--- src/rtl/dot_product_accumulator_if.sv ---
// dot_product_accumulator_if: signed product stream in, saturated group result out
interface dot_product_accumulator_if #(
  parameter int PROD_W = 64,
  parameter int ACC_W = 72,
  parameter int CNT_W = 8
);
  logic in_valid;
  logic in_last;
  logic signed [PROD_W-1:0] product_i;
  logic in_ready;
  logic clear_i;
  logic out_valid;
  logic out_ready;
  logic signed [ACC_W-1:0] acc_o;
  logic [CNT_W-1:0] cnt_o;
  logic sat_o;
  modport master (
    output in_valid, in_last, product_i, clear_i, out_ready,
    input in_ready, out_valid, acc_o, cnt_o, sat_o
  );
  modport slave (
    input in_valid, in_last, product_i, clear_i, out_ready,
    output in_ready, out_valid, acc_o, cnt_o, sat_o
  );
endinterface

--- src/rtl/dot_product_accumulator.sv ---
// dot_product_accumulator: sums signed product groups with saturation into a handshaked result register
module dot_product_accumulator #(
  parameter int PROD_W = 64,
  parameter int ACC_W = 72,
  parameter int CNT_W = 8
) (
  input logic clk,
  input logic rst,
  dot_product_accumulator_if.slave bus
);
  typedef enum logic {IDLE, ACCUM} state_t;
  state_t state, state_nx;
  logic signed [ACC_W-1:0] sum, sum_nx, sat_sum;
  logic [CNT_W-1:0] cnt, cnt_nx, cnt_inc;
  logic sat, sat_nx, sat_new;
  logic [ACC_W:0] wide;
  logic take, fin, ovp, ovn;
  assign bus.in_ready = !(bus.out_valid && !bus.out_ready);
  assign take = bus.in_valid && bus.in_ready && !bus.clear_i;
  assign fin = take && bus.in_last;
  assign wide = {sum[ACC_W-1], sum} + {{(ACC_W+1-PROD_W){bus.product_i[PROD_W-1]}}, bus.product_i};
  assign ovp = !wide[ACC_W] && wide[ACC_W-1];
  assign ovn = wide[ACC_W] && !wide[ACC_W-1];
  assign sat_sum = ovp ? {1'b0, {(ACC_W-1){1'b1}}} : ovn ? {1'b1, {(ACC_W-1){1'b0}}} : wide[ACC_W-1:0];
  assign cnt_inc = (&cnt) ? cnt : cnt + 1'b1;
  assign sat_new = sat || ovp || ovn;
  // running group state: clear or a finished group zeroes it, any other accepted beat accumulates
  always_comb begin
    state_nx = state;
    sum_nx = sum;
    cnt_nx = cnt;
    sat_nx = sat;
    if (bus.clear_i || fin) begin
      state_nx = IDLE;
      sum_nx = '0;
      cnt_nx = '0;
      sat_nx = 1'b0;
    end else if (take) begin
      state_nx = ACCUM;
      sum_nx = sat_sum;
      cnt_nx = cnt_inc;
      sat_nx = sat_new;
    end
  end
  // state and running accumulator registers
  always_ff @(posedge clk) begin
    if (rst) begin
      state <= IDLE;
      sum <= '0;
      cnt <= '0;
      sat <= 1'b0;
    end else begin
      state <= state_nx;
      sum <= sum_nx;
      cnt <= cnt_nx;
      sat <= sat_nx;
    end
  end
  // result holding register: loads on a last beat, drains on delivery, data held otherwise
  always_ff @(posedge clk) begin
    if (rst) begin
      bus.out_valid <= 1'b0;
      bus.acc_o <= '0;
      bus.cnt_o <= '0;
      bus.sat_o <= 1'b0;
    end else if (fin) begin
      bus.out_valid <= 1'b1;
      bus.acc_o <= sat_sum;
      bus.cnt_o <= cnt_inc;
      bus.sat_o <= sat_new;
    end else if (bus.out_ready) begin
      bus.out_valid <= 1'b0;
    end
  end
endmodule

--- src/flat_wrapper.sv ---
// flat-port wrapper written by rule: the top's interface ports become plain ports
module dot_product_accumulator_flat 
#(
  parameter int PROD_W = 64,
  parameter int ACC_W = 72,
  parameter int CNT_W = 8
)
  (clk, rst, bus_in_valid, bus_in_last, bus_product_i, bus_clear_i, bus_out_ready, bus_in_ready, bus_out_valid, bus_acc_o, bus_cnt_o, bus_sat_o);
  dot_product_accumulator_if #(.PROD_W(PROD_W), .ACC_W(ACC_W), .CNT_W(CNT_W)) bus_i ();
  input logic clk;
  input logic rst;
  input wire logic [$bits(bus_i.in_valid)-1:0] bus_in_valid;
  input wire logic [$bits(bus_i.in_last)-1:0] bus_in_last;
  input wire logic [$bits(bus_i.product_i)-1:0] bus_product_i;
  input wire logic [$bits(bus_i.clear_i)-1:0] bus_clear_i;
  input wire logic [$bits(bus_i.out_ready)-1:0] bus_out_ready;
  output wire logic [$bits(bus_i.in_ready)-1:0] bus_in_ready;
  output wire logic [$bits(bus_i.out_valid)-1:0] bus_out_valid;
  output wire logic [$bits(bus_i.acc_o)-1:0] bus_acc_o;
  output wire logic [$bits(bus_i.cnt_o)-1:0] bus_cnt_o;
  output wire logic [$bits(bus_i.sat_o)-1:0] bus_sat_o;
  assign bus_i.in_valid = bus_in_valid;
  assign bus_i.in_last = bus_in_last;
  assign bus_i.product_i = bus_product_i;
  assign bus_i.clear_i = bus_clear_i;
  assign bus_i.out_ready = bus_out_ready;
  assign bus_in_ready = bus_i.in_ready;
  assign bus_out_valid = bus_i.out_valid;
  assign bus_acc_o = bus_i.acc_o;
  assign bus_cnt_o = bus_i.cnt_o;
  assign bus_sat_o = bus_i.sat_o;
  dot_product_accumulator #(.PROD_W(PROD_W), .ACC_W(ACC_W), .CNT_W(CNT_W)) u_core (.clk(clk), .rst(rst), .bus(bus_i));
endmodule
--- config.mk ---
export PLATFORM = sky130hd
export DESIGN_NAME = dot_product_accumulator_flat
export DESIGN_NICKNAME = d
export VERILOG_FILES = /design/src/rtl/dot_product_accumulator_if.sv /design/src/rtl/dot_product_accumulator.sv /design/src/flat_wrapper.sv
export SDC_FILE = /design/constraint.sdc
export NUM_CORES = 1
export LEC_CHECK = 0
export CORE_ASPECT_RATIO = 1.75
export CORE_MARGIN = 1.5
export CORE_UTILIZATION = 35
export DETAILED_ROUTE_END_ITERATION = 16
export HOLD_SLACK_MARGIN = 0.08
export MAX_ROUTING_LAYER = met4
export PLACE_DENSITY = 0.54
export SETUP_SLACK_MARGIN = 0.2
export SYNTH_ARGS = -nofsm -noshare
export SYNTH_HDL_FRONTEND = slang
export SYNTH_SLANG_ARGS = --single-unit
--- constraint.sdc ---
create_clock -name clk -period 9.3 [get_ports clk]
set_input_delay 2.325 -clock clk [delete_from_list [all_inputs] [get_ports clk]]
set_output_delay 2.325 -clock clk [all_outputs]
set_load 0.05 [all_outputs]
# After elaboration in Yosys (flattened, before gate mapping)
# Cells that the tools add are included.
[totals]
mem_bits_rw = 0
output_inout_bits = 83
elab_cells = 31
latchBits = 0
memories = 0
register_bits = 163
in_bits = 70
romBits = 0
[op_classes]
n_eq_ne = 0
multipliers = 0
shifts = 0
n_mux = 5
magnitude_cmp = 0
addsub = 2
bitwise_logic = 0
n_div = 0
n_reduce_logical = 17
[op_table]
columns = ["cell", "n"]
rows = [
  ["72-bit 2-to-1 mux", 2],
  ["72-bit by 64-bit adder with 73-bit output", 1],
  ["8-bit by 1-bit adder with 8-bit output (second input constant)", 1],
  ["8-bit 2-to-1 mux", 1],
  ["8-bit AND reduction", 1],
  ["1-bit logical AND", 6],
  ["1-bit zero test", 5],
  ["1-bit logical OR", 3],
  ["1-bit 2-to-1 mux", 2],
  ["2-bit nonzero test", 1],
  ["2-bit OR reduction", 1],
]

# Logic depth before layout (Yosys ltp)
# Gate-level depths: netlist of the first run.
[depth]
depth_word = 8
mapped_depth = 16
ltp_nobuf = 13

# Worst setup path before layout of the first run
# No wires, ideal clock.
[synth_timing]
path_kind = "in2reg"
from = "input bus_product_i[0]"
to = "register u_core.bus.acc_o[62]"
path_buffers = 2
setup_ns = 0.080
slack_ns = 3.874
arrival_time_ns = 5.347
required_time_ns = 9.220
cell_stages = 15
cell_sequence = "ha_1 > inv_1 > fa_1 > nand2b_1 > a21oi_1 > o211ai_1 > a211oi_2 > o2111a_1 > o2111ai_1 > and3b_1 > buf_2 > o211a_4 > buf_6 > or4b_4 > a211oi_2"
[synth_between]
elab_chain_len = 5
word_cells_on_any_way = 7
cone_classes = "add/sub: 1; mux: 2; reduce/logical: 4"
[synth_rtl]
columns = ["item", "line", "source"]
rows = [
  ["from (decl)", "flat_wrapper.sv:14", "input wire logic [$bits(bus_i.product_i)-1:0] bus_product_i;"],
  ["72-bit by 64-bit adder with 73-bit output *", "dot_product_accumulator.sv:21", "assign wide = {sum[ACC_W-1], sum} + {{(ACC_W+1-PROD_W){bus.product_i[PROD_W-1]}}, bus.product_i};"],
  ["1-bit zero test", "dot_product_accumulator.sv:23", "assign ovn = wide[ACC_W] && !wide[ACC_W-1];"],
  ["1-bit logical AND", "dot_product_accumulator.sv:23", ""],
  ["72-bit 2-to-1 mux", "dot_product_accumulator.sv:24", "assign sat_sum = ovp ? {1'b0, {(ACC_W-1){1'b1}}} : ovn ? {1'b1, {(ACC_W-1){1'b0}}} : wide[ACC_W-1:0];"],
  ["72-bit 2-to-1 mux *", "dot_product_accumulator.sv:24", ""],
  ["to (signal assigned)", "dot_product_accumulator.sv:68", "bus.acc_o <= sat_sum;"],
  ["to (decl)", "dot_product_accumulator_if.sv:23", "output in_ready, out_valid, acc_o, cnt_o, sat_o"],
]
# Mark *: on every way between the ends. The rest lies on a longest branch, timed or not.
# A chain may end at the register's enable or synchronous reset.

# Worst setup path after layout of the first run
[layout_timing]
from = "input bus_product_i[0]"
to = "register u_core.bus.acc_o[58]"
# The elaborated chain is that of the path after synthesis.

==> out/summary.md, run 1 <==
Across the VDD grid, the largest voltage drop is 0.0001401 V. The tools report the final-report max-slew violation count as 0. Summed over all failing endpoints, the final setup total negative slack is 0 ns. The pin count of the biggest net entering global routing was 107. STA classifies the critical path endpoint as a flop.

The switching share of power was 0.3351. Once detail routing completed, the nets flagged for antenna violations numbered 0. Fraction of the yosys area taken by sequential cells: 0.3005. The effective utilization at floorplan was 0.3545. The total overflow left after global routing is 0. The global routing usage summed across all routing layers was 0.2406; the maximum net fanout on the critical path was 34.

The worst min-delay path class is flop to flop. The max-slew headroom at the worst pin is 0.2748. The actual transition at the worst max-transition pin was 1.088 ns; the starting DRC count in detailed routing was 560. The global-route wire length before repair was 57950 um; the max-cap check violation count was 0. Yosys mapped a number of flops with a built-in enable equal to 0. For the count of distinct cell types in the synthesized netlist, the log shows 82. Once placement completed, the tool counted placed cells totaling 1832. The fraction of power consumed by sequential logic is 0.380.

For the highest attainable clock frequency, the log shows 0.1531 GHz. The cell-internal power was 1303 uW. In this run the register-to-register setup slack is 4.79 ns. The final worst slack is 2.769 ns.

Once the clock tree was built, the setup fixing pass inserted 0 buffers. After the flow finishes, the layout carries non-filler instances totaling 1864. Residual DRC count: 0.

The worst hold path terminates at u_core.bus.cnt_o[0]$_SDFFE_PP0P_. The worst register-to-register path ends at u_core.bus.acc_o[58]$_SDFFE_PP0P_. Overall power after layout: 1959 uW.

The critical path contains buffers and inverters numbering 3 combined. For this design the ratio of total power to cell area is 149.0 nW/um^2. In this run the number of H-tree levels came out at 4.

0 antenna diodes ended up in the layout. For this run, the leading register cell type out of synthesis is dfxtp_1. The required time of the critical path was 9.66 ns. The fraction of synthesized cell area taken by the top area cell type is 0.3005. Ranked by total cell area, the synthesized netlist is headed by dfxtp_1 (30%), ha_1 (8.4%), a21oi_1 (6.6%), o21ai_0 (5.9%), nor2_1 (4.4%). The critical path goes through clkdlybuf4s50_1 > ha_1 > inv_1 > fa_1 > nand2b_1 > a21oi_1 > o211ai_1 > a211oi_2 > o2111a_1 > o2111ai_1 > and3b_1 > o211ai_4 > buf_4 > nand3_1 > a311oi_1. The clock reaches the later pin of the worst-skew pair after 0.47 ns. The tools report the arrival time of data at the critical path endpoint as 6.89 ns.

Depth of the worst hold-timing path: 2. The worst setup path is launched from an input port. On the worst path, the slowest cell contributes a delay of 0.49 ns.

Buffer cell driving the clock tree root: clkbuf_16. The number of global-route vias before repair is 10620. Setup repair after global routing left no endpoint under its margin. Average via count per standard cell: 5.703.

The start-to-end type of the worst setup path was input port to flop. The logs give 1381 for the number of instances in the synthesized netlist and 1604 for the net count reported at finish. Hold repair after CTS inserted 0 buffers. The number of core rows is 85. The run finished with clean final reports. Detailed routing inserted a total of 10630 vias.

The core region is 30630 um^2. The congestion estimate from routability-driven global placement came to 0.9305. The fraction of layout instances using a drive strength above 1 was 0.06246. Across the routed clock network, the largest skew measured is 0.01636 ns.

Setup violations remaining at the end of the flow were counted as 0. The CTS buffer count was 17; the count of cells along the worst register-to-register path was 14. The clock drives 163 sinks.

The logs give 10860 um^2 for the total standard cell area after synthesis and 0 for the number of antenna violations at the first check in global routing. TritonCTS built the clock tree. In this run the power spent charging and discharging nets is 656.4 uW. The first detailed-routing pass took 8 iterations.

The worst register-to-register path begins at u_core.sum[0]$_SDFFE_PP0P_. The critical-path cell with the highest stage delay was buf_4. The Yosys step of the flow raised 0 warnings. Growth of design area from synthesis to finish: 21.08%. The final worst-path cycle share was 0.7022. Wires add up to 37450 um.

For the clock network fraction of design power, the log shows 0.377. The number of nets in the synthesized netlist is 1525. The maximum root-to-sink buffer count is 2, and the average cell area after synthesis is 7.862 um^2. In the final routed layout, each cell accounts on average for 20.09 um. In this run the horizontal extent of the chip is 136.1 um. The synthesis-stage register bit count works out to 163. Floorplan die height: 236 um.

The floorplan step defined a die boundary enclosing 32130 um^2. The minimum setup slack after placement is 2.352 ns, and the port buffer count is 152. Dominant delay contributor by cell family on the critical path: compound AO/OA/AOI/OAI gates. dfxtp_1 takes more of the synthesized area than any other cell. For the quantity of gates resized following cts, the log shows 0. The run gives 0.005064 uW as the standby leakage power.

The worst hold path begins at u_core.bus.cnt_o[0]$_SDFFE_PP0P_. For the number of hold violations in the final report, the log shows 0. The tools report the fraction of power consumed by combinational cells as 0.243. 153 I/O pins were placed. After legalization and detailed placement, the total HPWL measured 27350 um. The post-CTS clock slew at the launch and capture registers of the worst setup and hold paths was 0.07 ns. Counting I/O delays and the setup requirement, the final critical path takes 6.531 ns. The fraction of registers with async set or reset after synthesis came out at 0.
logic make-up after synthesis:
family	count (synthesis)	synth area share
AOI/OAI and AO/OA	512	0.3092
xor gates and xnor gates	61	0.04920
muxes	1	0.0009219
adders and majority gates	74	0.08596
buffers and inverters	125	0.04725
and+or+nand+nor	445	0.2070
DFF	163	0.3005
worst register-to-register path: stages (launching register included):
cell	delay [ns]
dfxtp_1	0.33
ha_1	0.17
inv_1	0.06
fa_1	0.39
nand2b_1	0.18
a21oi_1	0.36
o211ai_1	0.25
a211oi_2	0.39
o2111a_1	0.28
o2111ai_1	0.22
and3b_1	0.39
o211ai_4	0.25
buf_4	0.49
nand3_1	0.28
a311oi_1	0.35
synth_stat cells (5+ instances only):
master / count
a211oi_1: 46
a211oi_2: 10
a21boi_0: 6
a21o_1: 29
a21oi_1: 143
a311oi_1: 29
a31oi_1: 32
and2_1: 15
and3_1: 16
buf_2: 23
clkbuf_1: 77
dfxtp_1: 163
ha_1: 73
inv_1: 23
nand2_1: 98
nand2b_1: 6
nand3_1: 70
nand4_1: 24
nor2_1: 127
nor2b_1: 8
nor3_1: 33
o211ai_1: 8
o21a_1: 11
o21ai_0: 128
o21ai_1: 5
o21bai_1: 13
o31ai_1: 8
or3_1: 8
or4b_1: 5
xnor2_1: 36
xor2_1: 25
cell type report:
type	count	area (um^2)
well taps	391	489.2
clock buffers	17	425.4
inverters	23	86.33
fillers	3152	17480
multi-input cells	1093	7114
repair buffers	162	1594
clock inverters	15	173.9
flip-flops and latches	163	3263
sequential cells by signal (all words and copies together) (netlist names):
signal,cells
u_core.bus.cnt_o,8
u_core.bus.sat_o,1
u_core.cnt,8
u_core.sat,1
u_core.sum,72
u_core.bus.out_valid,1
u_core.bus.acc_o,72
worst max path at each step:
stage / start / end / slack (ns) / cells after the start
finish: bus_product_i[0] / u_core.bus.acc_o[58]$_SDFFE_PP0P_ / 2.77 / 15
global route: bus_product_i[0] / u_core.bus.acc_o[58]$_SDFFE_PP0P_ / 2.54 / 15
CTS: bus_product_i[0] / u_core.bus.acc_o[58]$_SDFFE_PP0P_ / 2.78 / 15
detailed placement: bus_product_i[0] / u_core.bus.acc_o[40]$_SDFFE_PP0P_ / 2.35 / 15
global placement: bus_product_i[0] / u_core.bus.acc_o[40]$_SDFFE_PP0P_ / 2.40 / 15
floorplan: bus_product_i[0] / u_core.bus.acc_o[62]$_SDFFE_PP0P_ / 3.87 / 15
per-stage QoR:
stage               hold slack, ns  utilization  instance area, um^2
floorplan                   0.4413            -                10860
global placement            0.4423       0.4096                12550
detailed placement          0.4477       0.4096                12550
CTS                         0.4570       0.4292                13150
global route                0.4679       0.4292                13150
finish                      0.4526       0.4292                13150
layout by cell type (no fill, tap or decap), types with 14 or more instances in the layout:
master / Yosys / layout
a211oi_1: 46 / 46
a21o_1: 29 / 29
a21oi_1: 143 / 143
a311oi_1: 29 / 29
a31oi_1: 32 / 32
and2_1: 15 / 14
and3_1: 16 / 16
clkbuf_16: 0 / 17
clkdlybuf4s50_1: 0 / 151
dfxtp_1: 163 / 163
ha_1: 73 / 73
inv_1: 23 / 23
nand2_1: 98 / 97
nand3_1: 70 / 70
nand4_1: 24 / 24
nor2_1: 127 / 126
nor3_1: 33 / 31
o21ai_0: 128 / 128
xnor2_1: 36 / 36
xor2_1: 25 / 25
power groups by stage:
stage | clock, uW | combinational (uW) | sequential (uW)
after floorplan | 0 | 258 | 822
after global placement | 0 | 475 | 761
after detailed placement | 0 | 475 | 761
after CTS | 758 | 478 | 745
after global routing | 782 | 516 | 748
final | 738 | 476 | 745
routing by layer:
metal	vias up	global-route usage	routed length, um
li1	5292	-	-
met1	5046	0.2531	14940
met2	228	0.4429	20190
met3	65	0.03009	1069
met4	0	0.09994	1249
met5	-	-	0
(Power assumes the default switching activity.)
==> run 2, diff against run 1 <==
PLACE_DENSITY = 0.56   (was 0.54)
clock period = 5.9 ns   (was 9.3 ns; I/O delays follow)
==> out/summary.md, run 2 (synthesized netlist as in run 1, its figures left out) <==
The run finished with clean final reports. The run gives 3196 uW (+63%) as the overall power after layout. The count of cells along the worst register-to-register path was 13 (-1). The run gives 0.0002187 V (+56%) as the worst ir drop on vdd. Leaving out fill and tap cells, the most frequent cells in the layout are dfxtp_1 (163), clkdlybuf4s50_1 (151), a21oi_1 (143).

The tools report the summed negative setup slack over all endpoints as 0 ns (unchanged). The residual DRC count was 0 (unchanged). The tools report the CTS sink count as 163 (unchanged).

The chip width came out at 136.1 um (unchanged). The CTS buffer count is 17 (unchanged). Relative to the synthesized area, the layout overhead comes to 22.69%. The tightest min-delay check is of the flop to flop type. The sort of element at the start of the critical path is an input port.

The flop-to-flop setup slack was 1.83 ns (-2.96 ns). The max-slew headroom at the worst pin was 0.2701 (-0.004718). The effective utilization at floorplan was 0.3545 (unchanged).

The logs give 0 (unchanged) for the quantity of hold-fixing buffers added after cts and 0 (unchanged) for the number of antenna violations at the first check in global routing. The path with the worst hold slack has its endpoint at u_core.bus.cnt_o[0]$_SDFFE_PP0P_. The maximum net fanout on the critical path works out to 16 (-53%). For the starting DRC count in detailed routing, the log shows 611 (+9.1%). The multi-input logic area was 7112 um^2 (about the same). The endpoint identified for the worst register-to-register timing path is u_core.bus.acc_o[15]$_SDFFE_PP0P_.

The actual transition at the worst max-transition pin is 1.095 ns (+0.007078 ns). The port buffer count was 152 (unchanged); the average via count per standard cell was 5.779 (+1.3%). The setup-violating endpoint count in the final report was 0 (unchanged); the final critical path time including I/O delays and setup was 5.225 ns.

The required time of the critical path is 6.26 ns (-3.40 ns). The logs give 106 (-0.93%) for the pin count of the biggest net entering global routing and 0 (unchanged) for the residual antenna-violating net count after detailed routing. The logs give 3168 (+0.51%) for the number of fill cells and 153 (unchanged) for the count of pins on the block boundary. For the maximum root-to-sink buffer count, the log shows 2 (unchanged). The tree is rooted in a clkbuf_16. For the area inside the core boundary, the log shows 30630 um^2 (unchanged). Setup repair after global routing left no endpoint under its margin. The global-route wire length before repair was 59510 um (+2.7%). Launching point of the worst reg2reg path: u_core.sum[0]$_SDFFE_PP0P_.

The tools report the clock tree skew after final layout as 0.01041 ns (-0.005950 ns). The run gives 0 (unchanged) as the quantity of gates resized following cts. The final global-route overflow total came out at 0 (unchanged). The largest registers in the layout are u_core.bus.acc_o: 72 flops, u_core.sum: 72 flops. The largest stage delay on the critical path came out at 0.56 ns (+0.07 ns). Startpoint of the lowest-slack hold path: u_core.bus.cnt_o[0]$_SDFFE_PP0P_. The number of hold violations in the final report was 0 (unchanged). The floorplan die height came out at 236 um (unchanged).

Highest attainable clock frequency: 0.1914 GHz. The standby leakage power came out at 0.005154 uW (+1.8%). The area of the die was 32130 um^2 (unchanged). The run gives 10830 (+1.9%) as the total number of vias. The area occupied by registers is 3263 um^2 (unchanged), and the number of antenna repair diodes is 0 (unchanged). The first-pass iteration count of the detailed router is 5 (-3), and the post-CTS clock slew at the launch and capture registers of the worst setup and hold paths is 0.07 ns (about the same).

TritonCTS built the clock tree. Deepest level of the CTS H-tree: 4 (unchanged). The detailed-route wire length per cell was 20.14 um (+0.26%). The critical path goes through clkdlybuf4s50_1 > ha_1 > inv_1 > fa_1 > nand2b_1 > a21oi_1 > o211ai_1 > a211oi_2 > o2111a_1 > o2111ai_1 > and3b_1 > o211a_4 > or4b_1 > a211oi_1.

For the clock latency at the later pin of the worst-skew pair, the log shows 0.46 ns (about the same). The final worst-path cycle share was 0.8857. For this design, the slowest cell found on the critical path is or4b_1. Leaving out fill and tap cells, the most frequent cell in the layout is dfxtp_1.

The depth of the worst hold-timing path was 2 (unchanged). The number of core rows is 85 (unchanged), and the total wirelength of the detailed-routed design is 37750 um (+0.80%). The count of buffers added by post-CTS timing repair for setup was 0 (unchanged). The power per cell area works out to 239.9 nW/um^2 (+61%). Fraction of layout instances using a drive strength above 1: 0.06811 (+0.005648). The run gives 5.59 ns (-1.30 ns) as the arrival time of data at the critical path endpoint.

The run gives 27640 um (+1.0%) as the half-perimeter wire length after detailed placement. For the global routing usage summed across all routing layers, the log shows 0.2450 (+0.004382). By startpoint and endpoint, the worst setup path is classified as input port to flop.

Net count reported at finish: 1614 (+0.62%). The final-report max-slew violation count was 0 (unchanged). The logs give 10880 (+2.4%) for the number of global-route vias before repair and 0.9683 (+4.1%) for the placer congestion estimate. The worst setup path is captured at a flop. Max-cap check violation count: 0 (unchanged).
run 2: cell types whose count changed in the layout (fill, tap and decap cells not counted), sizes merged:
cell	change
clkinvlp	+1
bufinv	+3
buf	+10
clkinv	-2
inv	-2
run 2: worst max-delay path by stage:
stage | start | to | slack, ns
floorplan | bus_product_i[0] | u_core.bus.acc_o[62]$_SDFFE_PP0P_ | 1.32
global placement | bus_product_i[0] | u_core.bus.acc_o[15]$_SDFFE_PP0P_ | 0.27
detailed placement | bus_product_i[0] | u_core.bus.acc_o[21]$_SDFFE_PP0P_ | 0.21
CTS | bus_product_i[0] | u_core.bus.acc_o[15]$_SDFFE_PP0P_ | 0.68
global route | bus_product_i[0] | u_core.bus.acc_o[57]$_SDFFE_PP0P_ | 0.40
finish | bus_product_i[0] | u_core.bus.acc_o[15]$_SDFFE_PP0P_ | 0.67
run 2: power by group:
group	switching, uW	internal, uW	leakage, uW
clock	509	756	0.000312
sequential	29.9	1150	0.00133
combinational	476	277	0.00351
total	1010	2180	0.00515
run 2: layout make-up:
class,instances,area share
clock buffers,17,0.03193
clock inverters,15,0.01719
inverters,23,0.006481
multi-input cells,1093,0.5339
flip-flops and latches,163,0.2450
well taps,391,0.03672
repair buffers,172,0.1289
run 2: critical path: cells and delay by family:
| family | cells | cell delay [ns] |
|---|---|---|
| buffers and inverters | 2 | 0.51 |
| adders and majority gates | 2 | 0.57 |
| AOI/OAI and AO/OA | 7 | 1.90 |
| and+or+nand+nor | 3 | 1.10 |
run 2: metal layers:
metal,routed length (um),part of all wire,global-route usage
met5,0,0,-
met3,1194,0.032,0.02880
met1,14970,0.40,0.2659
met4,1322,0.035,0.1032
met2,20260,0.54,0.4421
run 2: metrics by stage:
| step | cells | setup slack [ns] | hold WS (ns) | cell area [um^2] | util |
|---|---|---|---|---|---|
| 6_report | 1874 | 0.6746 | 0.4594 | 13320 | 0.4349 |
| 3_3_place_gp | 1842 | 0.2663 | 0.4478 | 12670 | 0.4136 |
| 5_1_grt | 1874 | 0.3975 | 0.4763 | 13320 | 0.4349 |
| 2_1_floorplan | 1381 | 1.324 | 0.4413 | 10860 | - |
| 4_1_cts | 1874 | 0.6799 | 0.4624 | 13320 | 0.4349 |
| 3_5_place_dp | 1842 | 0.2051 | 0.4525 | 12670 | 0.4136 |
==> run 3, diff against run 2 <==
--- a/config.mk
+++ b/config.mk
@@ -12,6 +12,7 @@
 export HOLD_SLACK_MARGIN = 0.08
 export MAX_ROUTING_LAYER = met4
-export PLACE_DENSITY = 0.56
+export PLACE_DENSITY = 0.67
 export SETUP_SLACK_MARGIN = 0.2
+export SKIP_CTS_REPAIR_TIMING = 1
 export SYNTH_ARGS = -nofsm -noshare
 export SYNTH_HDL_FRONTEND = slang
==> constraint.sdc (replaced) <==
create_clock -name clk -period 5.9 [get_ports clk]
set_input_delay 0.59 -clock clk [delete_from_list [all_inputs] [get_ports clk]]
set_output_delay 0.59 -clock clk [all_outputs]
set_load 0.05 [all_outputs]
==> out/summary.md, run 3 (synthesized netlist as in run 1, its figures left out) <==
Leaving out fill and tap cells, the most frequent cell in the layout is dfxtp_1. The switching share of power came out at 0.3324 (+0.01483). Port buffer count: 152 (unchanged). The tools report the number of hold violations in the final report as 0 (unchanged).

Deepest level of the CTS H-tree: 4 (unchanged). The count of cells along the worst register-to-register path came out at 15 (+2). The number of antenna violations at the first check in global routing came out at 0 (unchanged).

The buffer cell driving the clock tree root is clkbuf_16. The worst setup path is launched from an input port. The power per cell area was 234.6 nW/um^2 (-2.2%); the global-route wire length before repair was 57100 um (-4.0%). The logs give 13860 um (-7.4%) for the wire length the detailed router placed on met1 and 0.4528 ns (-0.006540 ns) for the worst hold slack after final layout. The met2 wire length is 19130 um (-5.6%). The final critical path time including I/O delays and setup works out to 4.832 ns (-0.3935 ns). The logs give 0 (unchanged) for the residual antenna-violating net count after detailed routing and 0.380 (+0.012) for the fraction of power consumed by sequential logic.

The top cell types in the final layout, fill and taps aside, are dfxtp_1 (163), clkdlybuf4s50_1 (151), a21oi_1 (143). The CTS sink count is 163 (unchanged). The tools report the startpoint of the lowest-slack hold path as u_core.bus.cnt_o[0]$_SDFFE_PP0P_.

Final worst-path cycle share: 0.8190 (-0.06670). The cell occurring most often along the worst timing path is buf_4. The run gives 10860 (+0.24%) as the total number of vias. For the area inside the core boundary, the log shows 30630 um^2 (unchanged). On the critical path, the stage with the largest delay is an instance of nor4b_4. The worst ir drop on vdd came out at 0.0002121 V (-3.0%).

The run gives 2068 uW (-5.2%) as the cell-internal power. The min-delay analysis places its worst path in the category flop to flop. The starting DRC count in detailed routing was 623 (+2.0%); the net count reported at finish was 1608 (-0.37%). The required time of the critical path was 6.26 ns (about the same); the setup-violating endpoint count in the final report was 0 (unchanged). The final global-route overflow total is 0 (unchanged). Final worst slack: 1.068 ns (+0.3935 ns). The logs give 106 (unchanged) for the pin count of the biggest net entering global routing and 0.3545 (unchanged) for the effective utilization at floorplan. For the flop-to-flop setup slack, the log shows 1.33 ns (-0.50 ns). The maximum root-to-sink buffer count is 2 (unchanged). The signal on the critical path passes through clkdlybuf4s50_1 > ha_1 > inv_1 > fa_1 > nand2b_1 > a21oi_1 > o211ai_1 > a211oi_2 > o2111a_1 > o2111ai_1 > and3b_1 > nor4b_4 > buf_4 > nor3_4 > buf_4 > a211oi_1. STA classifies the critical path endpoint as a flop.

For hold timing, the worst endpoint is u_core.bus.cnt_o[0]$_SDFFE_PP0P_. The global routing usage summed across all routing layers was 0.2350 (-0.009947). The top layer reached by signal wires is met4. The tools report the max-cap check violation count as 0 (unchanged). The run finished with clean final reports. The number of antenna repair diodes was 0 (unchanged).

The max-slew headroom at the worst pin was 0.3035 (+0.03342); the depth of the worst hold-timing path was 2 (unchanged). The final standard cell area without fillers was 13210 um^2 (-0.86%). Detailed route wirelength on metal3: 1419 um (+19%).

TritonCTS built the clock tree. The fraction of power consumed by combinational cells was 0.242 (+0.006); the average via count per standard cell was 5.811 (+0.56%). The first-pass iteration count of the detailed router came out at 5 (unchanged). The run gives 0.9526 (-1.6%) as the placer congestion estimate. Setup repair after global routing left no endpoint under its margin.

In the final layout, the registers with the most flip-flops are u_core.bus.acc_o: 72 flops, u_core.sum: 72 flops. The run gives 26870 um (-2.8%) as the half-perimeter wire length after detailed placement. The CTS buffer count is 17 (unchanged).

The area growth from synthesis to layout is 21.63%. The area of the die was 32130 um^2 (unchanged); the maximum net fanout on the critical path was 31 (+15). The minimum setup slack after placement was 0.6504 ns (+0.4454 ns); the final-report max-slew violation count was 0 (unchanged). The fraction of layout instances using a drive strength above 1 came out at 0.06432 (-0.003786).

The tools report the standby leakage power as 0.005094 uW (-1.2%). Launching point of the worst reg2reg path: u_core.sum[0]$_SDFFE_PP0P_. Start-to-end type of the worst setup path: input port to flop.

The post-CTS clock slew at the launch and capture registers of the worst setup and hold paths is 0.07 ns (about the same). The tools report the endpoint of the lowest-slack register-to-register path as u_core.bus.acc_o[32]$_SDFFE_PP0P_. Switching power: 1030 uW (+1.5%). The actual transition at the worst max-transition pin works out to 1.045 ns (-0.05013 ns). The logs give 36380 um (-3.6%) for the total wirelength of the detailed-routed design and 85 (unchanged) for the number of core rows.

The chip width came out at 136.1 um (unchanged). The total placed instance area is 12600 um^2 (-0.55%). The count of pins on the block boundary is 153 (unchanged). The logs give 0.46 ns (about the same) for the clock latency at the later pin of the worst-skew pair and 0.378 (-0.018) for the clock network fraction of design power.

For the clock tree skew after final layout, the log shows 0.01512 ns (+0.004709 ns). The highest attainable clock frequency was 0.2070 GHz (+8.1%). The residual DRC count was 0 (unchanged); the summed negative setup slack over all endpoints was 0 ns (unchanged). The number of global-route vias before repair is 10790 (-0.84%), and the largest stage delay on the critical path is 0.58 ns (+0.02 ns). The detailed-route wire length per cell was 19.47 um (-3.3%).

Floorplan die height: 236 um (unchanged). Arrival time of data at the critical path endpoint: 5.19 ns (-0.40 ns).
[run 3: changes by cell type in the layout (fill, tap and decap cells not counted), sizes merged]
cell / previous run / this run
buf: 21 / 15
clkbuf: 17 / 18
inv: 27 / 29
bufinv: 5 / 2
[run 3: layer usage]
metal	vias to the layer above	track usage
li1	5312	-
met1	5107	0.2425
met2	334	0.4141
met3	102	0.03589
met4	0	0.1383
met5	-	-
[run 3: worst max-delay path by stage]
stage	start	to	slack (ns)	cells after the start
after floorplan	bus_product_i[0]	u_core.bus.acc_o[62]$_SDFFE_PP0P_	2.21	15
after global placement	bus_product_i[0]	u_core.bus.acc_o[41]$_SDFFE_PP0P_	0.73	16
after detailed placement	bus_product_i[0]	u_core.bus.acc_o[37]$_SDFFE_PP0P_	0.65	16
after CTS	bus_product_i[0]	u_core.bus.acc_o[32]$_SDFFE_PP0P_	1.10	16
after global routing	bus_product_i[0]	u_core.bus.acc_o[15]$_SDFFE_PP0P_	0.84	16
final	bus_product_i[0]	u_core.bus.acc_o[32]$_SDFFE_PP0P_	1.07	16
[run 3: power by group through the flow]
stage / sequential (uW) / clock [uW] / combinational (uW)
5_1_grt: 1180 / 1250 / 811
4_1_cts: 1180 / 1200 / 750
6_report: 1180 / 1170 / 750
3_5_place_dp: 1200 / 0 / 745
3_3_place_gp: 1200 / 0 / 741
2_1_floorplan: 1300 / 0 / 406
[run 3: layout make-up]
type	instances	area (um^2)
clock buffers	18	439.2
clock inverters	14	170.2
well taps	391	489.2
inverters	23	86.33
multi-input cells	1093	7112
flip-flops and latches	163	3263
fillers	3122	17420
repair buffers	166	1647
[run 3: worst max-delay path: cells and delay by family]
family / cells / cell delay (ns)
compound gates: 6 / 1.68
buf+inv: 4 / 1.08
simple gates: 4 / 1.23
fa+ha+maj: 2 / 0.57
[run 3: per-stage QoR]
step | cells | total power (uW) | utilization
after floorplan | 1381 | 1703 | -
after global placement | 1836 | 1943 | 0.4113
after detailed placement | 1836 | 1946 | 0.4113
after CTS | 1868 | 3122 | 0.4312
after global routing | 1868 | 3238 | 0.4312
final | 1868 | 3098 | 0.4312
